### src/rtl/seq_multiplier_pkg.sv
// Shared definitions for the iterative multiplier: FSM state encoding and
// the elaboration-time legality check on the digit width K.
`ifndef DEFAULT_WIDTH
`define DEFAULT_WIDTH 8
`endif

package seq_multiplier_pkg;

    typedef enum logic [1:0] {
        IDLE = 2'd0,
        RUN  = 2'd1,
        FIX  = 2'd2,
        DONE = 2'd3
    } state_t;

    function automatic bit k_is_legal(input int unsigned n, input int unsigned k);
        return ((k == 1) || (k == 2) || (k == 4)) && (n >= k) && ((n % k) == 0);
    endfunction

endpackage

### src/rtl/seq_multiplier_if.sv
// Operand/result handshake bundle of the iterative multiplier.
`ifndef DEFAULT_WIDTH
`define DEFAULT_WIDTH 8
`endif

interface seq_multiplier_if #(
    parameter int N = `DEFAULT_WIDTH
);
    logic           in_valid;
    logic           in_ready;
    logic [N-1:0]   a;
    logic [N-1:0]   b;
    logic           sign;
    logic           flush;
    logic           out_valid;
    logic           out_ready;
    logic [2*N-1:0] prod;
    logic           busy;

    modport master (
        output in_valid, a, b, sign, flush, out_ready,
        input  in_ready, out_valid, prod, busy
    );

    modport slave (
        input  in_valid, a, b, sign, flush, out_ready,
        output in_ready, out_valid, prod, busy
    );
endinterface

### src/rtl/mul_digit_step.sv
// One iteration of the shift-and-add multiplier: adds the partial product of
// the multiplicand magnitude and one K-bit digit, shifted into place.
module mul_digit_step #(
    parameter int N  = 8,
    parameter int K  = 1,
    parameter int SW = 4
) (
    input  logic [2*N-1:0] acc,
    input  logic [N-1:0]   av,
    input  logic [K-1:0]   d,
    input  logic [SW-1:0]  shift,
    output logic [2*N-1:0] acc_next
);
    localparam int W = 2 * N;

    logic [W-1:0] term;

    always_comb begin
        term     = (W'(av) * W'(d)) << shift;
        acc_next = acc + term;
    end
endmodule

### src/rtl/seq_multiplier.sv
// Iterative signed/unsigned multiplier retiring K multiplier bits per cycle;
// magnitudes are multiplied and the sign is applied in a single FIX cycle.
`ifndef DEFAULT_WIDTH
`define DEFAULT_WIDTH 8
`endif

module seq_multiplier
    import seq_multiplier_pkg::*;
#(
    parameter int N = `DEFAULT_WIDTH,
    parameter int K = 1
) (
    input  logic             clk,
    input  logic             rst_n,
    seq_multiplier_if.slave  bus
);
    localparam int unsigned ITERS = N / K;
    localparam int          CW    = $clog2(ITERS + 1);
    localparam int          SW    = $clog2(2 * N);

    if (!k_is_legal(N, K)) begin : g_illegal_k
        $fatal(1, "seq_multiplier: K must be 1, 2 or 4 and divide N");
    end

    state_t         state;
    state_t         state_next;
    logic [N-1:0]   av;
    logic [N-1:0]   bq;
    logic           s;
    logic [2*N-1:0] acc;
    logic [2*N-1:0] acc_next;
    logic [2*N-1:0] prod_q;
    logic [CW-1:0]  cnt;
    logic [SW-1:0]  pos;
    logic           as_in;
    logic           bs_in;
    logic [N-1:0]   av_in;
    logic [N-1:0]   bv_in;
    logic           accept;

    // flush outranks a same-cycle in_valid while idle
    assign accept = (state == IDLE) && bus.in_valid && !bus.flush;
    assign as_in  = bus.sign & bus.a[N-1];
    assign bs_in  = bus.sign & bus.b[N-1];
    assign av_in  = as_in ? -bus.a : bus.a;
    assign bv_in  = bs_in ? -bus.b : bus.b;

    always_ff @(posedge clk or negedge rst_n) begin
        if (!rst_n) state <= IDLE;
        else        state <= state_next;
    end

    always_comb begin
        state_next = state;
        case (state)
            IDLE:    if (accept) state_next = RUN;
            RUN: begin
                if (bus.flush)             state_next = IDLE;
                else if (cnt == CW'(1))    state_next = FIX;
            end
            FIX:     state_next = bus.flush ? IDLE : DONE;
            DONE:    if (bus.flush || bus.out_ready) state_next = IDLE;
            default: state_next = IDLE;
        endcase
    end

    // bq shifts down so the current digit is always its low K bits
    always_ff @(posedge clk or negedge rst_n) begin
        if (!rst_n) begin
            av     <= '0;
            bq     <= '0;
            s      <= 1'b0;
            acc    <= '0;
            cnt    <= '0;
            pos    <= '0;
            prod_q <= '0;
        end else begin
            case (state)
                IDLE: begin
                    if (accept) begin
                        av  <= av_in;
                        bq  <= bv_in;
                        s   <= as_in ^ bs_in;
                        acc <= '0;
                        cnt <= CW'(ITERS);
                        pos <= '0;
                    end
                end
                RUN: begin
                    if (!bus.flush) begin
                        acc <= acc_next;
                        bq  <= bq >> K;
                        cnt <= cnt - CW'(1);
                        pos <= pos + SW'(K);
                    end
                end
                FIX: begin
                    if (!bus.flush) prod_q <= s ? -acc : acc;
                end
                default: ;
            endcase
        end
    end

    mul_digit_step #(
        .N  (N),
        .K  (K),
        .SW (SW)
    ) u_step (
        .acc      (acc),
        .av       (av),
        .d        (bq[K-1:0]),
        .shift    (pos),
        .acc_next (acc_next)
    );

    assign bus.in_ready  = (state == IDLE);
    assign bus.out_valid = (state == DONE);
    assign bus.busy      = (state != IDLE);
    assign bus.prod      = prod_q;
endmodule
### src/flat_wrapper.sv
// flat-port wrapper written by rule: the top's interface ports become plain ports
module seq_multiplier_flat import seq_multiplier_pkg::*;
#(
    parameter int N = `DEFAULT_WIDTH,
    parameter int K = 1
)
  (clk, rst_n, bus_in_valid, bus_a, bus_b, bus_sign, bus_flush, bus_out_ready, bus_in_ready, bus_out_valid, bus_prod, bus_busy);
  seq_multiplier_if #(.N(N)) bus_i ();
  input  logic clk;
  input  logic rst_n;
  input wire logic [$bits(bus_i.in_valid)-1:0] bus_in_valid;
  input wire logic [$bits(bus_i.a)-1:0] bus_a;
  input wire logic [$bits(bus_i.b)-1:0] bus_b;
  input wire logic [$bits(bus_i.sign)-1:0] bus_sign;
  input wire logic [$bits(bus_i.flush)-1:0] bus_flush;
  input wire logic [$bits(bus_i.out_ready)-1:0] bus_out_ready;
  output wire logic [$bits(bus_i.in_ready)-1:0] bus_in_ready;
  output wire logic [$bits(bus_i.out_valid)-1:0] bus_out_valid;
  output wire logic [$bits(bus_i.prod)-1:0] bus_prod;
  output wire logic [$bits(bus_i.busy)-1:0] bus_busy;
  assign bus_i.in_valid = bus_in_valid;
  assign bus_i.a = bus_a;
  assign bus_i.b = bus_b;
  assign bus_i.sign = bus_sign;
  assign bus_i.flush = bus_flush;
  assign bus_i.out_ready = bus_out_ready;
  assign bus_in_ready = bus_i.in_ready;
  assign bus_out_valid = bus_i.out_valid;
  assign bus_prod = bus_i.prod;
  assign bus_busy = bus_i.busy;
  seq_multiplier #(.N(N), .K(K)) u_core (.clk(clk), .rst_n(rst_n), .bus(bus_i));
endmodule
### config.mk
export PLATFORM = sky130hd
export DESIGN_NAME = seq_multiplier_flat
export DESIGN_NICKNAME = d
export VERILOG_FILES = /design/src/rtl/seq_multiplier_pkg.sv /design/src/rtl/seq_multiplier_if.sv /design/src/rtl/mul_digit_step.sv /design/src/rtl/seq_multiplier.sv /design/src/flat_wrapper.sv
export SDC_FILE = /design/constraint.sdc
export NUM_CORES = 1
export LEC_CHECK = 0
export ABC_CLOCK_PERIOD_IN_PS = 6000
export BUFFER_PORTS_ARGS = -buffer_cell sky130_fd_sc_hd__clkbuf_2
export CAP_MARGIN = 10
export CORE_MARGIN = 3
export CORE_UTILIZATION = 40
export CTS_CLUSTER_DIAMETER = 30
export DETAILED_ROUTE_END_ITERATION = 10
export PLACE_DENSITY = 0.61
export SYNTH_ARGS = -nofsm -noshare
export SYNTH_HDL_FRONTEND = slang
export SYNTH_HIERARCHICAL = 1
export SYNTH_SLANG_ARGS = --single-unit
### constraint.sdc
create_clock -name clk -period 6 [get_ports clk]
set_clock_uncertainty 0.1 [all_clocks]
set_input_delay 1.8 -clock clk [delete_from_list [all_inputs] [get_ports clk]]
set_output_delay 1.8 -clock clk [all_outputs]
set_load 0.02 [all_outputs]
==> flow_summary.yaml, run 1 <==
die:
  fp.dieW_um: 108
  io_pins: 41
  core_um2: 10000
  fp.dieH_um: 108
  initial_utilization_pct: 41.9
  fp-row-count: 36
  dieArea_um2: 11700
drt:
  first_pass_iters: 4
  via_per_inst: 5.36
  ant_nets: 0
  dr_total_vias: 3385
  route.detailed.drc: 0
  drtIter0Drc: 189
  wl_per_cell_um: 14.1
  wirelength_mm: 8.92
hold_path:
  min_path_cells: 2
  hp-class: "reg2reg"
synth:
  ys_ff_latch: 59
  syn_area_per_cell_um2: 9.02
  synthArstFlopShare_pct: 100
  synth_ff_type: "dfrtp_1"
  synth_cell_types: 63
  synth_edf_count: 0
  yosys.area_share.xor_xnor_pct: 8.77
  synth_compound_area_share_pct: 22.5
  ys_warn_count: 6
  syn_inst: 465
  synth-simple-area-share_pct: 17.4
  synthMuxAreaShare_pct: 4.39
  syn-num-nets: 509
  synthAdderAreaFrac_pct: 6.74
  seq_area_frac_synth_pct: 35.2
  synth_top_family_by_area: "compound AO/OA/AOI/OAI gates"
  syn_area_um2: 4190
clock_network:
  clk_latency_ns: 0.33
  clk_pin_slew_worst_paths_ns: 0.07
  cts_buffers: 9
  cts.sinks: 59
  postCtsSetupRepairBufs: 0
  cts_resized: 0
  postCtsHoldBufs: 0
  htreeDepth: 3
  cts_root_buf: "clkbuf_8"
  cts.path.max_buffers: 2
  tritoncts: "yes"
placed_design:
  finalWeightedCongestion: 0.890
  hpwl_mm: 6.68
  io_buffers: 40
critical_path:
  rr_worst_depth: 14
  critPathKind: "reg2reg"
  worstPathRequired_ns: 6.13
  crit_arrival_ns: 3.57
  crit_path_end_kind: "register"
  crit_path_start_kind: "register"
  r2r_slack_ns: 2.56
  critPathMaxFanout: 15
final_layout:
  n_antenna_cell: 0
  nets: 539
  final_core_util_pct: 46.8
  drive_gt1_share_pct: 17.6
  area_delta_synth_final_pct: 11.6
sta:
  tns_ns: 0
  maxSlewViolCount: 0
  fin_crit_sh_pct: 57.4
  timing.hold.ws_ns: 0.380
  rsz0062_at_grt: "false"
  hold_viol_final: 0
  fmax_ghz: 0.291
  setup_viol: 0
  tightest_slew_ns: 0.733
  slew_headroom_pct: 51.1
  min_period_ns: 3.44
outcome:
  status: "completed"
run:
  max_cap_violations: 0
pwr:
  worst_ir_drop_vdd_mv: 0.215
  leakage_nw: 2.16
  finalPower_mw: 1.86
  p_per_area_nw_per_um2: 397
grt:
  grt_pass1_vias: 3311
  grt_start_max_net_pins: 60
  grt.total_usage_pct: 16.3
  grt_overflow_total: 0
  grt_pass1_wl_mm: 15.4
  antenna_found_initial: 0
==> synth_stat cells, types with 8 or more instances <==
master / instances / area (um^2)
a21oi_1: 24 / 120
a22o_1: 16 / 140
clkbuf_1: 15 / 56.3
dfrtp_1: 59 / 1480
ha_1: 21 / 263
inv_1: 23 / 86.3
mux2i_1: 8 / 80.1
nand2_1: 48 / 180
nand3_1: 13 / 65.1
nor2_1: 37 / 139
nor3_1: 11 / 55.1
o21ai_0: 31 / 155
o21ai_1: 9 / 45.0
xnor2_1: 20 / 175
xor2_1: 22 / 193
==> cell families (layout without fill, tap and decap cells) <==
kind of cell               after synthesis  after routing
AOI/OAI and AO/OA                      133            133
xor gates and xnor gates                42             42
adders and majority gates               22             22
buffers and inverters                   48             82
DFF                                     59             59
muxes                                   16             16
and+or+nand+nor                        145            145
==> where the power goes <==
part / internal, mW / switching [mW]
clock: 0.241 / 0.156
sequential: 0.497 / 0.150
combinational: 0.365 / 0.451
==> flip-flops by register name, indices dropped and copies added (netlist names) <==
signal	count
u_core/acc	16
u_core/bus.prod	16
u_core/av	8
u_core/bq	8
u_core/cnt	4
u_core/pos	4
u_core/state	2
u_core/s	1
==> per-layer routing <==
layer | GRT usage, % | wire length, um | up-vias
li1 | - | - | 1731
met1 | 21.9 | 4300 | 1558
met2 | 26.5 | 4100 | 86
met3 | 3.76 | 410 | 10
met4 | 4.69 | 99 | 0
met5 | 0 | 0 | -
==> cell type report <==
class	instances	area, um^2
Clock buffer	10	138
Clock inverter	5	77.6
Fill cell	1026	5320
Inverter	23	86.3
Multi-Input combinational cell	358	2510
Sequential cell	59	1480
Tap cell	133	166
Timing Repair Buffer	44	230
==> layout by cell type, fill, tap and decap left out, types with 5 or more instances in the layout <==
cell and instances:
o21ai_0 31, a22o_1 16, clkbuf_2 40, mux2i_1 8
nand3_1 13, nor3_1 11, nand2_1 48, dfrtp_1 59
o22ai_1 7, a211oi_1 5, inv_1 23, nand2b_1 5
o21ai_1 9, mux2_2 6, a21oi_1 24, ha_1 21
xor2_1 22, xnor2_1 20, clkbuf_8 10, o31ai_1 5
nor2_1 37
==> metrics by stage <==
stage | instance area (um^2) | setup WS [ns] | std cells
floorplan | 4190 | 2.81 | 465
detailed placement | 4470 | 2.51 | 617
CTS | 4680 | 2.56 | 632
finish | 4680 | 2.56 | 632
global route | 4680 | 2.20 | 632
global placement | 4470 | 2.56 | 617
==> worst paths after layout <==
path / from / endpoint
max: u_core/pos[0] / u_core/acc[12]
min: u_core/bus.prod[6] / u_core/bus.prod[6]
max reg2reg: u_core/pos[0] / u_core/acc[12]
min reg2reg: u_core/bus.prod[6] / u_core/bus.prod[6]
max in group asynchronous: rst_n / u_core/bq[2]
min in group asynchronous: rst_n / u_core/bus.prod[3]
==> critical path: stages (launching register included) <==
cell and delay, ns:
dfrtp_1 0.69, mux2i_1 0.44, nand2_1 0.10, nand2_1 0.07, o21ai_0 0.06, nand2_1 0.12
nor2_1 0.07, ha_1 0.41, a21oi_2 0.16, nand2_1 0.08, o211ai_1 0.32, a2111oi_0 0.17
a41oi_1 0.17, o311ai_0 0.15, a22o_1 0.23
No activity file was read; power rests on OpenSTA's default activity.
==> run 2, diff against run 1 <==
- ABC_CLOCK_PERIOD_IN_PS: 6000 -> 2900
- PLACE_DENSITY: 0.61 -> 0.63
- clock period: 6 -> 2.9 ns (I/O delays scaled with it)
==> run 2 against run 1 <==
- the flow now finishes with violations (negative setup slack)
- global-route usage increased by 1.1 points
- routed wire length rose by 12%
- register-to-register slack got worse by 2.7 ns
- via count rose by 7.8%
- sequential power is 100% higher
- maximum frequency is 13% higher
- flip-flop and latch count is the same
- final area up 14%
- critical path type unchanged
- largest cell class unchanged
==> flow_summary.yaml, run 2 (synthesis gave the netlist of run 1 again) <==
drt:
  wl_per_cell_um: 14.5
  route.detailed.drc: 0
  wirelength_mm: 9.97
  ant_nets: 0
  via_per_inst: 5.29
  drtIter0Drc: 110
  dr_total_vias: 3648
  first_pass_iters: 4
hold_path:
  hp-class: "reg2reg"
final_layout:
  final_common_cell: "dfrtp_1"
  area_delta_synth_final_pct: 26.7
  final_cell_mix: "dfrtp_1, buf_4, nand2_1"
  post-route-cell-area_um2: 5310
  stdcell_count: 689
  n_antenna_cell: 0
  nets: 595
  final_core_util_pct: 53.1
  regArea_um2: 1480
  drive_gt1_share_pct: 32.2
  num-fill-cells: 952
  multi_input_area_um2: 2730
clock_network:
  cts.sinks: 59
  tritoncts: "yes"
  cts_buffers: 9
  cts_root_buf: "clkbuf_8"
  clk_pin_slew_worst_paths_ns: 0.07
  htreeDepth: 3
  cts.path.max_buffers: 2
  clk_latency_ns: 0.33
critical_path:
  critPathMaxFanout: 6
  crit_arrival_ns: 3.18
  max_stage_delay_ns: 0.46
  path_buf_inv: 1
  worstPathRequired_ns: 3.02
  crit_chain: "buf_6 > mux2_4 > o211ai_4 > nor3_2 > ha_1 > a21oi_2 > nor2_2 > o211ai_1 > a2111oi_2 > a41oi_2 > o311ai_2 > a22o_1"
  critPathKind: "reg2reg"
  worst_path_max_delay_cell: "dfrtp_2"
  crit_family: "compound AO/OA/AOI/OAI gates"
  crit_path_start_kind: "register"
  crit_path_end_kind: "register"
placed_design:
  io_buffers: 40
  place_inst: 669
  finalWeightedCongestion: 0.860
  hpwl_mm: 7.49
  postPlaceCellArea_um2: 4880
sta:
  tightest_slew_ns: 0.766
  hold_viol_final: 0
  setup_viol: 6
  slew_headroom_pct: 48.7
  maxSlewViolCount: 0
  timing.final.ws_setup_ns: -0.158
  rsz0062_at_grt: "true"
  fmax_ghz: 0.327
  tns_ns: -0.611
  fin_crit_sh_pct: 105
  min_period_ns: 3.06
grt:
  antenna_found_initial: 0
  grt_pass1_wl_mm: 16.6
  grt_overflow_total: 0
  grt.total_usage_pct: 17.4
  grt_pass1_vias: 3610
  grt_start_max_net_pins: 60
pwr:
  power_frac_seq_pct: 29.6
  p_per_area_nw_per_um2: 827
  finalPower_mw: 4.39
  clkPwrFrac_pct: 16.3
  leakage_nw: 2.45
  swShare_pct: 40.7
  p_int_mw: 2.60
  comb_power_share_pct: 54.2
  worst_ir_drop_vdd_mv: 0.390
  power.switching_mw: 1.79
outcome:
  status: "finished, violations left"
  violations: "negative setup slack"
die:
  fp.dieH_um: 108
  dieArea_um2: 11700
  core_um2: 10000
  initial_utilization_pct: 41.9
  fp.dieW_um: 108
  io_pins: 41
  fp-row-count: 36
run:
  max_cap_violations: 0
run 2: layer usage:
metal / GRT usage [%] / part of all wire, %
met5: 0 / 0
met4: 5.32 / 1.2
met3: 3.58 / 3.3
met2: 30.9 / 51
met1: 21.3 / 45
run 2: repair_timing:
action / in CTS / in global routing
pin swaps: 18 / 14
setup buffers: 1 / 3
hold buffers: 0 / 0
setup endpoints to repair: 10 / 9
gates resized for setup: 19 / 29
run 2: final timing paths:
| check | startpoint | end | slack (ns) | depth (start not counted) |
|---|---|---|---|---|
| setup / recovery | u_core/pos[0] | u_core/acc[12] | -0.16 | 12 |
| setup reg to reg | u_core/pos[0] | u_core/acc[12] | -0.16 | 12 |
| min in group asynchronous | rst_n | u_core/bus.prod[2] | 0.59 | 2 |
| hold reg to reg | u_core/bus.prod[6] | u_core/bus.prod[6] | 0.38 | 2 |
| hold / removal | u_core/bus.prod[6] | u_core/bus.prod[6] | 0.38 | 2 |
| max in group asynchronous | rst_n | u_core/pos[0] | 1.58 | 2 |
run 2: per-stage QoR:
| step | setup slack [ns] | hold WS, ns |
|---|---|---|
| after floorplan | -0.0488 | 0.345 |
| after global placement | -0.213 | 0.361 |
| after detailed placement | -0.245 | 0.370 |
| after CTS | -0.104 | 0.384 |
| after global routing | -0.334 | 0.400 |
| final | -0.158 | 0.376 |
run 2: cell type report:
type / instances / share of cell area (%)
timing repair buffer: 100 / 12.5
tap: 133 / 3.13
inverter: 23 / 1.70
sequential: 59 / 27.8
clock buffer: 11 / 2.47
multi-input combinational: 358 / 51.4
clock inverter: 5 / 1.01
run 2: power by group through the flow:
stage                     Clock, mW  Sequential (mW)  Combinational, mW
after CTS                     0.740             1.29               2.22
after global placement            0             1.28               2.04
after global routing          0.777             1.34               2.61
after detailed placement          0             1.30               2.11
after floorplan                   0             1.28               1.47
final                         0.716             1.30               2.38
run 2: tightest hold or removal path, stage by stage (launching register included):
cell and delay (ns):
dfrtp_1 0.34, nand2_1 0.04, o21ai_0 0.05
==> run 3, diff against run 2 <==
--- a/config.mk
+++ b/config.mk
@@ -8,5 +8,4 @@
 export ABC_CLOCK_PERIOD_IN_PS = 2900
 export BUFFER_PORTS_ARGS = -buffer_cell sky130_fd_sc_hd__clkbuf_2
-export CAP_MARGIN = 10
 export CORE_MARGIN = 3
 export CORE_UTILIZATION = 40
==> constraint.sdc (replaced) <==
create_clock -name clk -period 2.9 [get_ports clk]
set_clock_uncertainty 0.1 [all_clocks]
set_input_delay 0.145 -clock clk [delete_from_list [all_inputs] [get_ports clk]]
set_output_delay 0.145 -clock clk [all_outputs]
set_load 0.02 [all_outputs]
==> run 3 against run 2 <==
- the run still ends with negative setup slack left
- register-to-register slack better by 0.09 ns
- first-iteration DRC count grew 11%
- global-route usage rose by 0.54 points
- sequential share of layout area fell by 0.78 points
- critical path depth increased by 3
- clock power up 3%
- sequential power is essentially flat
- routed wire length up 1.9%
- combinational power up 3%
- utilization is 1.5 points higher
- die area unchanged
- critical path type unchanged
- largest cell class unchanged
==> flow_summary.yaml, run 3 (synthesis gave the netlist of run 1 again) <==
die:
  fp.dieH_um: 108
  dieArea_um2: 11700
  initial_utilization_pct: 41.9
  core_um2: 10000
  fp-row-count: 36
  io_pins: 41
  fp.dieW_um: 108
critical_path:
  path_buf_inv: 1
  crit_path_start_kind: "register"
  crit_family: "compound AO/OA/AOI/OAI gates"
  r2r_end: "u_core/acc[15]"
  critPathMaxFanout: 6
  worstPathRequired_ns: 3.04
  rr_worst_depth: 15
  r2r_slack_ns: -0.06
  crit_arrival_ns: 3.10
  r2r-start: "u_core/pos[0]"
  worst_path_max_delay_cell: "dfrtp_2"
  max_stage_delay_ns: 0.46
  critPathKind: "reg2reg"
  crit_chain: "buf_6 > mux2i_4 > nand2_1 > nand2_1 > o21ai_2 > nand2_2 > nor2_4 > ha_4 > a211oi_4 > o21ai_2 > o211ai_2 > nand3b_4 > o311ai_4 > xnor2_1 > a22o_1"
  crit_path_end_kind: "register"
final_layout:
  multi_input_area_um2: 2780
  final_common_cell: "buf_4"
  drive_gt1_share_pct: 33.7
  final_cell_mix: "buf_4, dfrtp_1, nand2_1"
  regArea_um2: 1480
  nets: 606
  post-route-cell-area_um2: 5470
  area_delta_synth_final_pct: 30.4
  num-fill-cells: 895
  final_core_util_pct: 54.7
  n_antenna_cell: 0
sta:
  maxSlewViolCount: 0
  tightest_slew_ns: 1.02
  min_period_ns: 2.96
  fin_crit_sh_pct: 102
  setup_viol: 4
  slew_headroom_pct: 32.0
  rsz0062_at_grt: "true"
  timing.final.ws_setup_ns: -0.0643
  fmax_ghz: 0.337
  hold_viol_final: 0
grt:
  use_met2_pct: 30.6
  antenna_found_initial: 0
  grt_overflow_total: 0
  grt_start_max_net_pins: 43
  grt_pass1_wl_mm: 16.8
  grt-busiest-layer: "met2"
  grt.total_usage_pct: 18.0
  use_met3_pct: 4.18
  grt_pass1_vias: 3692
  use_met1_pct: 22.1
clock_network:
  cts.path.max_buffers: 2
  cts.sinks: 59
  tritoncts: "yes"
  htreeDepth: 3
  cts_root_buf: "clkbuf_8"
  clk_latency_ns: 0.34
  cts_buffers: 9
  clk_pin_slew_worst_paths_ns: 0.07
drt:
  dr_total_vias: 3769
  wl_per_cell_um: 14.5
  route.detailed.drc: 0
  drtIter0Drc: 122
  wirelength_mm: 10.2
  ant_nets: 0
  via_per_inst: 5.39
  first_pass_iters: 4
pwr:
  worst_ir_drop_vdd_mv: 0.422
  p_per_area_nw_per_um2: 824
  leakage_nw: 2.52
placed_design:
  hpwl_mm: 7.34
  finalWeightedCongestion: 0.914
  io_buffers: 40
  postPlaceCellArea_um2: 4880
hold_path:
  hp-class: "in2reg"
  hp-start: "bus_flush"
  min_path_cells: 2
  min_to: "u_core/state[1]"
outcome:
  status: "finished, violations left"
  violations: "negative setup slack"
run:
  max_cap_violations: 0
[run 3: cell count changes in the layout (fill, tap and decap cells not counted), sizes merged]
cell	before	now
clkbuf	51	50
dlygate4sd3	0	4
inv	22	23
clkinvlp	1	0
buf	60	67
[run 3: worst reg2reg max path: stages (launching register included)]
cell and delay (ns):
dfrtp_2 0.46, buf_6 0.16, mux2i_4 0.19, nand2_1 0.09
nand2_1 0.06, o21ai_2 0.12, nand2_2 0.09, nor2_4 0.14
ha_4 0.24, a211oi_4 0.30, o21ai_2 0.09, o211ai_2 0.19
nand3b_4 0.20, o311ai_4 0.09, xnor2_1 0.13, a22o_1 0.20
[run 3: power by group]
part / switching, mW / leakage, nW / internal (mW)
Clock: 0.324 / 0.102 / 0.412
Combinational: 1.20 / 1.65 / 1.25
Sequential: 0.290 / 0.767 / 1.03
Total: 1.81 / 2.52 / 2.69
[run 3: layout make-up]
type                       count  area share (%)
clock buffer                  10            2.52
clock inverter                 5           0.984
timing repair buffer         111            14.0
tap                          133            3.04
inverter                      23            1.58
multi-input combinational    358            50.9
sequential                    59            27.0
[run 3: what timing repair did]
action / 4_1_cts / 5_1_grt
hold buffers: 4 / 0
setup endpoints to repair: 8 / 9
resized for setup: 29 / 27
endpoints found under the hold margin: 42 / 0
setup buffers: 6 / 7
pin swaps: 15 / 23
[run 3: worst max-delay path by stage]
stage / endpoint / cells past startpoint / start
2_1_floorplan: u_core/acc[12] / 14 / u_core/pos[0]
3_3_place_gp: u_core/acc[15] / 14 / u_core/pos[0]
3_5_place_dp: u_core/acc[15] / 14 / u_core/pos[0]
4_1_cts: u_core/acc[13] / 14 / u_core/pos[0]
5_1_grt: u_core/acc[15] / 15 / u_core/pos[0]
6_report: u_core/acc[15] / 15 / u_core/pos[0]
[run 3: through the flow]
step	total power, mW	setup TNS (ns)	setup slack, ns	instances	hold WS [ns]
after floorplan	2.75	-0.120	-0.0488	465	-0.251
after global placement	3.32	-1.02	-0.229	667	0.264
after detailed placement	3.37	-1.31	-0.264	667	0.277
after CTS	4.30	-0.152	-0.0536	692	0.0141
after global routing	4.85	-1.19	-0.224	699	0.0272
final	4.51	-0.170	-0.0643	699	0.0206
[run 3: routing by layer]
metal / up-vias / wire [um]
met5: - / 0
met4: 0 / 243
met3: 24 / 435
met2: 97 / 5020
met1: 1776 / 4460
li1: 1872 / -
